==> src/rtl/display_timing_pkg.sv <==
// Shared timing constants and strobe bundle for the display scanout path.
package display_timing_pkg;

  localparam int DEFAULT_H_ACTIVE      = 640;
  localparam int DEFAULT_H_FRONT_PORCH = 16;
  localparam int DEFAULT_H_SYNC        = 32;
  localparam int DEFAULT_H_BACK_PORCH  = 48;
  localparam int DEFAULT_V_ACTIVE      = 400;
  localparam int DEFAULT_V_FRONT_PORCH = 4;
  localparam int DEFAULT_V_SYNC        = 2;
  localparam int DEFAULT_V_BACK_PORCH  = 10;
  localparam int DEFAULT_READ_LATENCY  = 2;

  localparam int H_TOTAL = DEFAULT_H_ACTIVE + DEFAULT_H_FRONT_PORCH
                         + DEFAULT_H_SYNC + DEFAULT_H_BACK_PORCH;
  localparam int V_TOTAL = DEFAULT_V_ACTIVE + DEFAULT_V_FRONT_PORCH
                         + DEFAULT_V_SYNC + DEFAULT_V_BACK_PORCH;

  localparam int PIXEL_ADDRESS_WIDTH = 18;
  localparam int PIXEL_WIDTH         = 4;
  localparam int FRAME_PIXELS        = DEFAULT_H_ACTIVE * DEFAULT_V_ACTIVE;

  // Raw per-cycle raster strobes, carried together through the latency delay line.
  typedef struct packed {
    logic active;
    logic hsync;
    logic vsync;
    logic frame_start;
  } raster_strobe_t;

endpackage

==> src/rtl/display_timing_generator.sv <==
// Horizontal/vertical raster counters and the raw (undelayed) timing strobes.
module display_timing_generator
  import display_timing_pkg::*;
#(
  parameter int H_ACTIVE      = DEFAULT_H_ACTIVE,
  parameter int H_FRONT_PORCH = DEFAULT_H_FRONT_PORCH,
  parameter int H_SYNC        = DEFAULT_H_SYNC,
  parameter int H_BACK_PORCH  = DEFAULT_H_BACK_PORCH,
  parameter int V_ACTIVE      = DEFAULT_V_ACTIVE,
  parameter int V_FRONT_PORCH = DEFAULT_V_FRONT_PORCH,
  parameter int V_SYNC        = DEFAULT_V_SYNC,
  parameter int V_BACK_PORCH  = DEFAULT_V_BACK_PORCH
) (
  input  logic clock_in,
  input  logic reset_n,
  input  logic enable,
  output logic active,
  output logic hsync,
  output logic vsync,
  output logic frame_start
);

  localparam int LINE_TOTAL  = H_ACTIVE + H_FRONT_PORCH + H_SYNC + H_BACK_PORCH;
  localparam int FRAME_TOTAL = V_ACTIVE + V_FRONT_PORCH + V_SYNC + V_BACK_PORCH;
  localparam int HW = $clog2(LINE_TOTAL);
  localparam int VW = $clog2(FRAME_TOTAL);

  localparam logic [HW-1:0] H_LAST     = HW'(LINE_TOTAL - 1);
  localparam logic [HW-1:0] H_ACT      = HW'(H_ACTIVE);
  localparam logic [HW-1:0] HS_START   = HW'(H_ACTIVE + H_FRONT_PORCH);
  localparam logic [HW-1:0] HS_END     = HW'(H_ACTIVE + H_FRONT_PORCH + H_SYNC);
  localparam logic [VW-1:0] V_LAST     = VW'(FRAME_TOTAL - 1);
  localparam logic [VW-1:0] V_ACT      = VW'(V_ACTIVE);
  localparam logic [VW-1:0] VS_START   = VW'(V_ACTIVE + V_FRONT_PORCH);
  localparam logic [VW-1:0] VS_END     = VW'(V_ACTIVE + V_FRONT_PORCH + V_SYNC);

  logic [HW-1:0] h_count;
  logic [VW-1:0] v_count;

  // Raster position; disable parks it at the top-left so the next run starts a fresh frame.
  always_ff @(posedge clock_in) begin
    if (!reset_n || !enable) begin
      h_count <= '0;
      v_count <= '0;
    end else if (h_count == H_LAST) begin
      h_count <= '0;
      v_count <= (v_count == V_LAST) ? '0 : v_count + VW'(1);
    end else begin
      h_count <= h_count + HW'(1);
    end
  end

  // Decode the raw strobes for the current raster position.
  always_comb begin
    active      = (h_count < H_ACT) && (v_count < V_ACT);
    hsync       = (h_count >= HS_START) && (h_count < HS_END);
    vsync       = (v_count >= VS_START) && (v_count < VS_END);
    frame_start = (h_count == '0) && (v_count == '0);
  end

endmodule

==> src/rtl/display_scanout.sv <==
// Display buffer read master: raster address walk plus latency-aligned sync/pixel outputs.
module display_scanout
  import display_timing_pkg::*;
#(
  parameter int H_ACTIVE      = DEFAULT_H_ACTIVE,
  parameter int H_FRONT_PORCH = DEFAULT_H_FRONT_PORCH,
  parameter int H_SYNC        = DEFAULT_H_SYNC,
  parameter int H_BACK_PORCH  = DEFAULT_H_BACK_PORCH,
  parameter int V_ACTIVE      = DEFAULT_V_ACTIVE,
  parameter int V_FRONT_PORCH = DEFAULT_V_FRONT_PORCH,
  parameter int V_SYNC        = DEFAULT_V_SYNC,
  parameter int V_BACK_PORCH  = DEFAULT_V_BACK_PORCH,
  parameter int READ_LATENCY  = DEFAULT_READ_LATENCY   // must be >= 1
) (
  input  logic                           clock_in,
  input  logic                           reset_n_in,
  input  logic                           enable_in,
  output logic [PIXEL_ADDRESS_WIDTH-1:0] pixel_read_address_out,
  input  logic [PIXEL_WIDTH-1:0]         pixel_read_data_in,
  output logic                           display_hsync_out,
  output logic                           display_vsync_out,
  output logic                           display_data_valid_out,
  output logic [PIXEL_WIDTH-1:0]         display_pixel_out,
  output logic                           frame_start_out
);

  localparam logic [PIXEL_ADDRESS_WIDTH-1:0] LAST_ADDRESS =
    PIXEL_ADDRESS_WIDTH'(H_ACTIVE * V_ACTIVE - 1);

  logic raw_active;
  logic raw_hsync;
  logic raw_vsync;
  logic raw_frame_start;

  raster_strobe_t                    raw_strobe;
  raster_strobe_t [READ_LATENCY:0]   strobe_dly;
  logic [PIXEL_ADDRESS_WIDTH-1:0]    address_q;
  logic [PIXEL_WIDTH-1:0]            pixel_q;

  display_timing_generator #(
    .H_ACTIVE      (H_ACTIVE),
    .H_FRONT_PORCH (H_FRONT_PORCH),
    .H_SYNC        (H_SYNC),
    .H_BACK_PORCH  (H_BACK_PORCH),
    .V_ACTIVE      (V_ACTIVE),
    .V_FRONT_PORCH (V_FRONT_PORCH),
    .V_SYNC        (V_SYNC),
    .V_BACK_PORCH  (V_BACK_PORCH)
  ) u_timing (
    .clock_in    (clock_in),
    .reset_n     (reset_n_in),
    .enable      (enable_in),
    .active      (raw_active),
    .hsync       (raw_hsync),
    .vsync       (raw_vsync),
    .frame_start (raw_frame_start)
  );

  assign raw_strobe = {raw_active, raw_hsync, raw_vsync, raw_frame_start};

  // Linear address: advances only on active cycles, so horizontal blanking already
  // holds the next line's start and the post-frame wrap leaves 0 through vertical blanking.
  always_ff @(posedge clock_in) begin
    if (!reset_n_in || !enable_in) begin
      address_q <= '0;
    end else if (raw_active) begin
      address_q <= (address_q == LAST_ADDRESS) ? '0 : address_q + PIXEL_ADDRESS_WIDTH'(1);
    end
  end

  // Strobe delay line: stage k holds the strobes of the address presented k+1 clocks ago.
  always_ff @(posedge clock_in) begin
    if (!reset_n_in || !enable_in) begin
      strobe_dly <= '0;
    end else begin
      strobe_dly <= {strobe_dly[READ_LATENCY-1:0], raw_strobe};
    end
  end

  // Capture read data in the cycle it is valid for the address READ_LATENCY clocks back.
  always_ff @(posedge clock_in) begin
    if (!reset_n_in || !enable_in) begin
      pixel_q <= '0;
    end else begin
      pixel_q <= strobe_dly[READ_LATENCY-1].active ? pixel_read_data_in : '0;
    end
  end

  assign pixel_read_address_out = address_q;
  assign display_data_valid_out = strobe_dly[READ_LATENCY].active;
  assign display_hsync_out      = strobe_dly[READ_LATENCY].hsync;
  assign display_vsync_out      = strobe_dly[READ_LATENCY].vsync;
  assign frame_start_out        = strobe_dly[READ_LATENCY].frame_start;
  assign display_pixel_out      = pixel_q;

endmodule

==> config.mk <==
export PLATFORM = sky130hd
export DESIGN_NAME = display_scanout
export DESIGN_NICKNAME = d
export VERILOG_FILES = /design/src/rtl/display_timing_pkg.sv /design/src/rtl/display_timing_generator.sv /design/src/rtl/display_scanout.sv
export SDC_FILE = /design/constraint.sdc
export NUM_CORES = 1
export LEC_CHECK = 0
export BUFFER_PORTS_ARGS = -buffer_cell sky130_fd_sc_hd__buf_2
export CORE_MARGIN = 5
export CORE_UTILIZATION = 35
export DETAILED_ROUTE_END_ITERATION = 6
export HOLD_SLACK_MARGIN = 0.06
export SYNTH_ARGS = -nofsm -noshare
export SYNTH_HDL_FRONTEND = slang
export SYNTH_SLANG_ARGS = --single-unit
==> constraint.sdc <==
create_clock -name clock_in -period 2.2 [get_ports clock_in]
set_input_delay 0.44 -clock clock_in [delete_from_list [all_inputs] [get_ports clock_in]]
set_output_delay 0.44 -clock clock_in [all_outputs]
set_load 0.005 [all_outputs]
* After elaboration in Yosys (flattened, before gate mapping) *
Index checks and enable logic that the tools add are counted.

word-level totals
  flip-flop bits (word level) = 53
  latch bits = 0
  bits in writable memories = 0
  bits in read-only memories = 0
  bits of input ports = 7
  logic and storage cells = 42
  memories kept = 0

cells by class
  add/subtract/negate cells = 3
  $mul = 0
  div/mod/pow operators = 0
  magnitude comparators = 6
  equal/unequal tests = 3
  shifts and indexed selects = 0
  multiplexer cells = 2
  bitwise logic cells = 1
  reduce and logical (&&, ||, !) cells = 11

operator list
  operator                                                         number
  10-bit less-than comparator, second input constant               2
  18-bit by 1-bit adder with 18-bit output, second input constant  1
  18-bit equality test, second input constant                      1
  9-bit less-than comparator, second input constant                2
  18-bit two-way mux                                               1
  10-bit by 1-bit adder with 10-bit output, second input constant  1
  10-bit equality test, second input constant                      1
  10-bit >= comparator, second input constant                      1
  10-bit logical NOT                                               1
  9-bit by 1-bit adder with 9-bit output, second input constant    1
  9-bit equality test, second input constant                       1
  9-bit >= comparator, second input constant                       1
  9-bit logical NOT                                                1
  9-bit two-way mux                                                1
  1-bit logical AND                                                4
  2-bit OR reduction                                               2
  1-bit logical NOT                                                2
  1-bit logical OR                                                 1
  1-bit NOT                                                        1

* Logic depth before layout (Yosys ltp) *
  depth in word-level cells = 3
  depth in mapped cells = 6
  mapped depth without buffers = 6

* Cells and area by module *
From an unflattened synthesis, not the netlist that was laid out.

unflattened totals
  cell total of the unflattened synthesis = 261
  area total of the unflattened synthesis = 2,324.7 µm²

by module, submodules not included
  module                    times used  cells an instance  area each (µm²)  seq. area each (µm²)
  display_scanout           1           137                1,311.3          680.7
  display_timing_generator  1           124                1,013.5          380.4

* Worst setup path after synthesis *
OpenSTA, ideal clock, no wires.

  kind = reg-to-reg
  start = register u_timing.h_count[0]
  end = register u_timing.v_count[8]
  arrival time = 1.585 ns
  data required time = 2.126 ns
  slack = 0.541 ns
  stages on the path, launching flop included = 7
  clock period less this slack = 1.659 ns
  cells stage by stage = dfxtp_1 ha_1 and4_1 buf_2 nand4_1 or4_1 a31oi_1

between the ends
  longest elaborated chain between the ends = 1

RTL lines
  element                 line                            source
  from (decl)             display_timing_generator.sv:37  logic [HW-1:0] h_count;
  from (signal assigned)  display_timing_generator.sv:49  h_count <= h_count + HW'(1);
  10-bit equality test    display_timing_generator.sv:45  end else if (h_count == H_LAST) begin
  to (signal assigned)    display_timing_generator.sv:47  v_count <= (v_count == V_LAST) ? '0 : v_count + VW'(1);
  to (decl)               display_timing_generator.sv:38  logic [VW-1:0] v_count;

Every way passes these cells.
A chain may end at the register's enable or synchronous reset.

* Final worst setup path *
  start = register address_q[0], in the netlist pixel_read_address_out[0]
  end = register address_q[6], in the netlist pixel_read_address_out[6]

between the ends
  longest elaborated chain between the ends = 2
  elaborated cells on any way between the ends = 3
  those cells by class = add/sub: 1; eq/ne: 1; mux: 1

RTL lines
  element                                                                                  line                   source
  from (decl)                                                                              display_scanout.sv:37  logic [PIXEL_ADDRESS_WIDTH-1:0] address_q;
  from (signal assigned)                                                                   display_scanout.sv:67  address_q <= (address_q == LAST_ADDRESS) ? '0 : address_q + PIXEL_ADDRESS_WIDTH'(1);
  18-bit by 1-bit adder with 18-bit output / 18-bit equality test (equally long branches)  display_scanout.sv:67
  18-bit two-way mux (*)                                                                   display_scanout.sv:67

Every way passes the cells marked *; elsewhere a longest branch is shown, timed or not.

==> results.py <==
metrics = {
    "outcome": {
        "status": "completed",
    },
    "global_routing": {
        "grt_pass1_vias": 1727,
        "grt_overflow": 0,
        "grt_first_pass_wirelength_um": 8110,
        "antenna_found_initial": 0,
        "grtUsageTotal_pct": 11.5,
        "grt_max_degree": 15,
    },
    "route": {
        "antenna_left": 0,
        "wirelength_um": 4690,
        "route.detailed.drc": 0,
        "wl_per_cell_um": 13.0,
        "drt_iter0_drc": 100,
        "viasPerCell": 5.25,
        "via_count": 1889,
        "drt_pass1_iterations": 6,
    },
    "critical_path": {
        "critPathLaunchType": "flop",
        "crit_required_ns": 2.39,
        "crit_fanout": 14,
        "crit_type": "flop to flop",
        "crit_slowest_cell": "dfxtp_1",
        "worstSetupEndpointType": "flop",
        "crit_buf_inv": 1,
        "crit_arrival_ns": 2.09,
        "cpPeakStageDelay_ns": 0.41,
        "crit_chain": "ha_1 -> and3_1 -> nand4_2 -> o31ai_2 -> buf_4 -> a21oi_1",
        "critPathTopFamily": "simple AND/OR/NAND/NOR gates",
    },
    "clocking": {
        "worstSkewPairLatency_ns": 0.30,
        "cts_buffers": 5,
        "postCtsSetupBuffers": 0,
        "htree_levels": 2,
        "postCtsHoldBufs": 0,
        "cts_resized": 0,
        "path_clk_slew_ns": 0.09,
        "cts.sinks": 53,
        "root_buffer": "clkbuf_8",
        "cts_tree": "yes",
        "clockBufferDepth": 2,
    },
    "timing": {
        "tightest_slew_ns": 0.499,
        "timing.final.ws_setup_ns": 0.299,
        "max_freq_mhz": 526,
        "grt_setup_unrepaired": "false",
        "fin_crit_sh_pct": 86.4,
        "hold_viol_final": 0,
        "setup_viol": 0,
        "holdWs_ns": 0.338,
        "drv_slew": 0,
        "finalSetupTns_ns": 0,
        "max-slew-margin-rel_pct": 66.6,
        "skew_ns": 0.00891,
        "period_needed_ns": 1.90,
    },
    "yosys": {
        "ys_ff_latch": 53,
        "synth.avg_cell_area_um2": 9.30,
        "synth_seq_area_share_pct": 45.1,
        "ys_warn_count": 0,
        "mappedNetlistArea_mm2": 0.00235,
        "synth_flop_cell": "dfxtp_1",
        "async_flop_share_pct": 0,
        "synth_cells": 253,
        "synth_edf_count": 0,
        "synth_cell_types": 39,
        "syn_nets": 265,
    },
    "floorplanning": {
        "core-area_mm2": 0.00646,
        "dieArea_mm2": 0.00846,
        "die_w_um": 92,
        "fp.dieH_um": 92,
        "start_util_pct": 36.4,
        "row_count": 29,
        "io_pins": 33,
    },
    "cells_and_area": {
        "layoutNonFillerInstCount": 360,
        "finalNetCount": 295,
        "nFillCells": 641,
        "layout.cells.most_common": "dfxtp_1",
        "finish.utilization_pct": 41.0,
        "layout-drive-gt1-share_pct": 18.4,
        "syn_to_final_growth_pct": 12.6,
        "final_cell_mix": "dfxtp_1 (53), buf_2 (32), nor2_1 (26), and3_1 (15)",
        "seq_area_mm2": 0.00106,
        "antenna_cells": 0,
        "multiInputGateArea_mm2": 0.00120,
    },
    "flow_run": {
        "maxCapViolations": 0,
    },
    "power": {
        "seqPwrFrac_pct": 62.4,
        "intPower_w": 0.00123,
        "pwr-share-clk_pct": 34.8,
        "power_frac_comb_pct": 2.8,
        "ir_drop_v": 0.000318,
        "leakage_nw": 1.04,
        "power_density_mw_per_mm2": 586,
        "p_switching_w": 0.000321,
        "switching_share_pct": 20.7,
    },
    "placement": {
        "gp_congestion": 0.731,
        "post-dp-hpwl_um": 3330,
        "dp_slack_ns": 0.355,
        "port_buffers": 32,
        "dpl.cell_count": 353,
    },
    "worst_hold_path": {
        "hold_path_class": "input pin to flop",
    },
}
==> Yosys cell counts (2+ instances only) <==
cell type  instances  area, um2
buf_2              7       35.0
nor3_1             5       25.0
xnor2_1            5       43.8
nand4_1           10       62.6
a21oi_1           14       70.1
and2_1             5       31.3
clkbuf_1           3       11.3
ha_1               5       62.6
a211o_1            2       17.5
nand3_1           10       50.1
buf_6              2       22.5
or3_1              9       56.3
and4_1             4       35.0
and3_1            15       93.8
nand2_1           14       52.6
mux2i_1            2       20.0
dfxtp_1           53       1060
nor4_1             2       12.5
xor2_1            12        105
o31ai_1            5       37.5
o21ai_0           10       50.1
inv_1              7       26.3
nor2b_1            2       12.5
a32o_1             2       20.0
nor2_1            26       97.6
or4_1              7       52.6
nand4_2            3       37.5
==> power by group through the flow <==
| stage | Combinational, W | Sequential [W] | Clock, W |
|---|---|---|---|
| 2_1_floorplan | 0.0000221 | 0.000992 | 0 |
| 3_3_place_gp | 0.0000436 | 0.000993 | 0 |
| 3_5_place_dp | 0.0000433 | 0.000993 | 0 |
| 4_1_cts | 0.0000437 | 0.000970 | 0.000568 |
| 5_1_grt | 0.0000494 | 0.000972 | 0.000616 |
| 6_report | 0.0000431 | 0.000970 | 0.000541 |
==> worst paths after layout <==
kind,start,end,slack [ns],depth (start not counted)
max,pixel_read_address_out[0],pixel_read_address_out[6],0.30,6
min reg2reg,strobe_dly[1],strobe_dly[5],0.47,1
max reg2reg,pixel_read_address_out[0],pixel_read_address_out[6],0.30,6
min,pixel_read_data_in[2],display_pixel_out[2],0.34,2
==> per-stage QoR <==
| stage | cell area [um2] | total power (W) |
|---|---|---|
| 3_3_place_gp | 2560 | 0.00104 |
| 2_1_floorplan | 2350 | 0.00101 |
| 5_1_grt | 2650 | 0.00164 |
| 3_5_place_dp | 2560 | 0.00104 |
| 6_report | 2650 | 0.00155 |
| 4_1_cts | 2650 | 0.00158 |
==> kinds of logic after synthesis <==
| kind of cell | share of synthesized area [%] |
|---|---|
| buffers and inverters | 4.04 |
| DFF | 45.1 |
| muxes | 0.851 |
| and+or+nand+nor | 28.7 |
| adders and majority gates | 2.66 |
| xor gates and xnor gates | 6.33 |
| AOI/OAI and AO/OA | 12.3 |
==> sequential cells by signal (all words and copies together), names as in the netlist <==
signal                  cells
pixel_read_address_out     18
u_timing.h_count           10
u_timing.v_count            9
strobe_dly                  8
display_pixel_out           4
display_data_valid_out      1
display_hsync_out           1
display_vsync_out           1
frame_start_out             1
==> metal layers <==
metal	GRT usage, %	part of all wire [%]
met5	0	0
met1	15.0	49
met4	4.46	1.6
met2	18.1	45
met3	3.19	4.2
==> cell type report <==
| class | instances | area share, % |
|---|---|---|
| timing repair buffer | 35 | 6.89 |
| multi-input combinational | 181 | 45.2 |
| sequential | 53 | 40.0 |
| clock buffer | 7 | 3.26 |
| tap | 77 | 3.64 |
| inverter | 7 | 0.992 |
(Power assumes the default switching activity.)
